**config.mk**
```make
export PLATFORM = sky130hd
export DESIGN_NAME = decoder_3to8_reg
export DESIGN_NICKNAME = d
export VERILOG_FILES = /design/src/rtl/decoder_3to8_reg_pkg.sv /design/src/rtl/decoder_3to8_reg_onehot_dec.sv /design/src/rtl/decoder_3to8_reg.sv
export SDC_FILE = /design/constraint.sdc
export NUM_CORES = 1
export LEC_CHECK = 0
export CAP_MARGIN = 20
export CORE_UTILIZATION = 43
export CTS_CLUSTER_SIZE = 25
export DETAILED_ROUTE_END_ITERATION = 8
export PLACE_DENSITY = 0.75
export SLEW_MARGIN = 0
export SYNTH_ARGS = -nofsm -noshare
export SYNTH_HDL_FRONTEND = slang
export SYNTH_SLANG_ARGS = --single-unit
export TNS_END_PERCENT = 1
```
**constraint.sdc**
```tcl
create_clock -name CLK -period 1.7 [get_ports CLK]
set_input_delay 0.34 -clock CLK [delete_from_list [all_inputs] [get_ports CLK]]
set_output_delay 0.34 -clock CLK [all_outputs]
set_load 0.02 [all_outputs]
```
**src/rtl/decoder_3to8_reg_pkg.sv**
```systemverilog
// rtl/decoder_3to8_reg_pkg.sv - shared defaults, state encoding and code-word field helpers
package decoder_3to8_reg_pkg;

    localparam int IDX_W_DEF = 3;
    localparam int CNT_W_DEF = 16;

    typedef enum logic [1:0] {
        ST_EMPTY = 2'd0,
        ST_ONE   = 2'd1,
        ST_TWO   = 2'd2
    } state_t;

    // The active flag sits just above the index field of the code word.
    function automatic int act_pos(input int idx_w);
        return idx_w;
    endfunction

endpackage

```
**src/rtl/decoder_3to8_reg_onehot_dec.sv**
```systemverilog
// rtl/decoder_3to8_reg_onehot_dec.sv - combinational index to one-hot with forcing enable
module onehot_dec #(
    parameter int IDX_W = 3
) (
    input  logic [IDX_W-1:0]      idx,
    input  logic                  en,
    output logic [2**IDX_W-1:0]   onehot
);

    localparam int OUT_W = 2**IDX_W;

    always_comb begin
        onehot = '0;
        if (en) begin
            onehot = OUT_W'(1) << idx;
        end
    end

endmodule

```
**src/rtl/decoder_3to8_reg.sv**
```systemverilog
// rtl/decoder_3to8_reg.sv - registered 3-to-8 decoder with 2-entry skid buffer and accept counter
module decoder_3to8_reg
    import decoder_3to8_reg_pkg::*;
#(
    parameter int IDX_W = IDX_W_DEF,
    parameter int CNT_W = CNT_W_DEF
) (
    input  logic                  CLK,
    input  logic                  RST_N,
    input  logic [IDX_W:0]        S,
    output logic                  S_READY,
    output logic [2**IDX_W-1:0]   D,
    output logic                  D_VALID,
    input  logic                  D_READY,
    output logic [CNT_W-1:0]      CNT
);

    localparam int ACT = act_pos(IDX_W);

    state_t           state;
    state_t           state_nxt;
    logic [IDX_W-1:0] m_idx;
    logic [IDX_W-1:0] m_idx_nxt;
    logic [IDX_W-1:0] k_idx;
    logic [IDX_W-1:0] k_idx_nxt;
    logic             s_ready_q;
    logic [CNT_W-1:0] cnt_q;
    logic             accept;
    logic             consume;

    assign accept  = S[ACT] && s_ready_q;
    assign consume = (state != ST_EMPTY) && D_READY;
    assign D_VALID = (state != ST_EMPTY);
    assign S_READY = s_ready_q;
    assign CNT     = cnt_q;

    always_ff @(posedge CLK or negedge RST_N) begin
        if (!RST_N) begin
            state     <= ST_EMPTY;
            m_idx     <= '0;
            k_idx     <= '0;
            s_ready_q <= 1'b0;
        end else begin
            state     <= state_nxt;
            m_idx     <= m_idx_nxt;
            k_idx     <= k_idx_nxt;
            // Registered ready: low exactly while both slots are occupied.
            s_ready_q <= (state_nxt != ST_TWO);
        end
    end

    always_comb begin
        state_nxt = state;
        m_idx_nxt = m_idx;
        k_idx_nxt = k_idx;
        unique case (state)
            ST_EMPTY: begin
                if (accept) begin
                    state_nxt = ST_ONE;
                    m_idx_nxt = S[IDX_W-1:0];
                end
            end
            ST_ONE: begin
                if (accept && consume) begin
                    m_idx_nxt = S[IDX_W-1:0];
                end else if (accept) begin
                    state_nxt = ST_TWO;
                    k_idx_nxt = S[IDX_W-1:0];
                end else if (consume) begin
                    state_nxt = ST_EMPTY;
                end
            end
            ST_TWO: begin
                if (consume) begin
                    state_nxt = ST_ONE;
                    m_idx_nxt = k_idx;
                end
            end
            default: begin
                state_nxt = ST_EMPTY;
            end
        endcase
    end

    always_ff @(posedge CLK or negedge RST_N) begin
        if (!RST_N) begin
            cnt_q <= '0;
        end else if (accept && (cnt_q != {CNT_W{1'b1}})) begin
            cnt_q <= cnt_q + CNT_W'(1);
        end
    end

    onehot_dec #(
        .IDX_W (IDX_W)
    ) u_dec (
        .idx    (m_idx),
        .en     (D_VALID),
        .onehot (D)
    );

endmodule
```
==> metrics.txt <==
XOR/XNOR Fraction of Synth Area=8.24%; area delta synth->final=42.0%; drt initial violations=24; core area=2780 um2; final core occ=65.1%; Setup CP Type=register to register; Cell Area, Placed=1790 um2; maximum VDD drop=1.04 mV; Post-Route WL=3000 um; Post-synth EDFFs=0; period utilization=98.6%; Max Cap Violations=0; clock-pin slew on the worst setup and hold paths=0.13 ns; Die X=56.5 um; mux cell area share after synthesis=10.0%; vias in the first global route=1092; final slew viol count=0; Mapped Nets=124; CTS tree=built; simple-gate share of the synthesized area=27.2%; Post-Syn Area=1280 um2; fin crit period=1.68 ns; endpoints failing setup=0; largest family of logic cells by synthesized area=simple AND/OR/NAND/NOR gates; Yosys warnings=0; Finished Cell Area=1810 um2; CP arrival=1.89 ns; run status=completed; global-route wire length before repair=5000 um; max frequency=597 MHz; DR vias=1108; Clock Tree Root=clkbuf_4; Worst-Margin Slew=0.465 ns; Avg Cell Area, Syn=11.0 um2; pin count of the biggest net entering global routing=18; main flop type after synthesis=dfrtp_1; Max-Slew Margin vs Limit=68.9%; I/O pin cnt=33; CTS max path bufs=2; routed length per instance=14.6 um; clock buffer count from CTS=3; Compound-Gate Fraction of Synth Area=4.61%; Final ANT Viol Nets=0; length of the first detailed-routing pass in iterations=4; async set or reset register ratio after synthesis=100%; Inst Count DP=198; Num Clock Sinks=25; leakage power=0.000873 uW; worst reg-to-reg path cell count=6; Congestion Overflow GR=0; GRT Total Usage=19.8%; flops & latches, synth=25; kind of end point of the critical path=register; CP Max Fanout=3; Fin Clk Skew=0.00207 ns; Fin. Hold Viols=0; die area=3190 um2; DPL Wire Length=2280 um; PwrDens=1260 nW/um2; cells along the critical path=ha_4 -> nand4_1 -> nor4_4 -> buf_4 -> nor2_2 -> mux2_4; Post-Synth Adder-Cell Area=0.980%; Worst EP required=1.91 ns; HP Class=primary input to async pin; count of input and output buffers=32; number of H-tree levels=1; Vias/cell=5.40; Yosys cell types=31; row cnt=19; initial antenna violation count=0; top-area cell type share of the netlist area=49.0%; layout cells sized above 1=32.8%; slowest stage delay, CP=0.41 ns; Starting Density=45.9%; Skew-Pair Late Insertion Delay=0.31 ns; diode count=0; Crit-path slowest cell=dfrtp_2; Seq/Total Area, Yosys=49.0%; DR DRC count=0; synthesized instance count=116; Hold-fix buffers, CTS=0; final-stage net count=183; Critical Path Start Type=register; RSZ-0062 raised after global routing=true; RD Place Congestion=0.757; Synth area leaders=dfrtp_1 (49%), mux2_2 (8.8%), xor2_1 (6.2%); final std cells w/o fill=205; Die Y=56.5 um; cell accounting for the most synthesized area=dfrtp_1
[final timing paths]
path / startpoint / endpoint / slack [ns]
worst max-delay path: CNT[0] / CNT[1] / 0.02
worst min-delay path: RST_N / CNT[7] / 0.33
worst max register to register: CNT[0] / CNT[1] / 0.02
worst min register to register: k_idx[0] / k_idx[0] / 0.53
max in group asynchronous: RST_N / state[0] / 0.93
min in group CLK: k_idx[0] / k_idx[0] / 0.53
[layer usage]
layer	track usage, %	up-vias	share of wire (%)
met5	0	-	0
met4	5.23	0	1.5
met3	2.53	6	5.6
met2	35.0	39	51
met1	25.5	516	41
li1	-	547	-
[where the power goes]
part / switching [uW] / internal (uW)
Sequential: 177 / 765
Clock: 171 / 91.5
Combinational: 542 / 530
[cell usage after synthesis (3+ instances only)]
library cell	instances
a21oi_1	3
dfrtp_1	25
mux2_2	10
nand2_1	9
nand2b_1	5
nand3_1	8
nand4_1	5
nor2_1	9
nor3_1	8
nor4_1	3
xnor2_1	3
xor2_1	9
[metrics by stage]
| stage | setup WS (ns) | total power [uW] | TNS, ns | hold slack (ns) |
|---|---|---|---|---|
| floorplan | 0.0316 | 1500 | 0 | 0.0444 |
| global placement | -0.118 | 2030 | -1.43 | 0.489 |
| detailed placement | -0.147 | 2070 | -1.94 | 0.504 |
| CTS | -0.198 | 2230 | -1.38 | 0.337 |
| global route | -0.0742 | 2430 | -0.288 | 0.342 |
| finish | 0.0239 | 2280 | 0 | 0.331 |
[cell type report]
cell class | instances | area, um2
Fill cell | 254 | 970
Multi-Input combinational cell | 91 | 682
Sequential cell | 25 | 629
Timing Repair Buffer | 54 | 435
Tap cell | 31 | 38.8
Clock buffer | 4 | 26.3
[cell families (layout without fill, tap and decap cells)]
kind of cell             count (synthesis)  count (layout)
multiplexers                            11              11
adder cells (fa/ha/maj)                  1               1
flip-flops                              25              25
buffers and inverters                    0              58
XOR/XNOR                                12              12
AO/OA/AOI/OAI                            9               9
AND/OR/NAND/NOR                         58              58
[worst max-delay path: cells and delay by family (launching register included)]
kind / cells / cell delay, ns
AND/OR/NAND/NOR: 3 / 0.56
flip-flops: 1 / 0.41
multiplexers: 1 / 0.28
buffers and inverters: 1 / 0.17
adder cells (fa/ha/maj): 1 / 0.14
[flip-flops by register name (all words and copies together) (netlist names)]
signal	count
CNT	16
k_idx	3
m_idx	3
state	2
S_READY	1
[layout by cell type, fill, tap and decap left out, types with 3 or more instances in the layout]
master           synthesis  final
a21oi_1                  3      3
buf_4                    0     21
clkbuf_2                 0      7
clkbuf_4                 0      3
clkdlybuf4s50_1          0      6
dfrtp_1                 25     22
dfrtp_2                  0      3
dlygate4sd2_1            0     18
mux2_2                  10     10
nand2_1                  9      8
nand2b_1                 5      4
nand3_1                  8      8
nand4_1                  5      5
nor2_1                   9      9
nor3_1                   8      8
nor4_1                   3      3
xnor2_1                  3      3
xor2_1                   9      9
[timing repair]
item	4_1_cts	5_1_grt
endpoints found under the setup margin	29	20
gates resized for setup	28	24
setup buffers	0	3
pin swaps	1	1
Power figures use the tool's default switching activity.
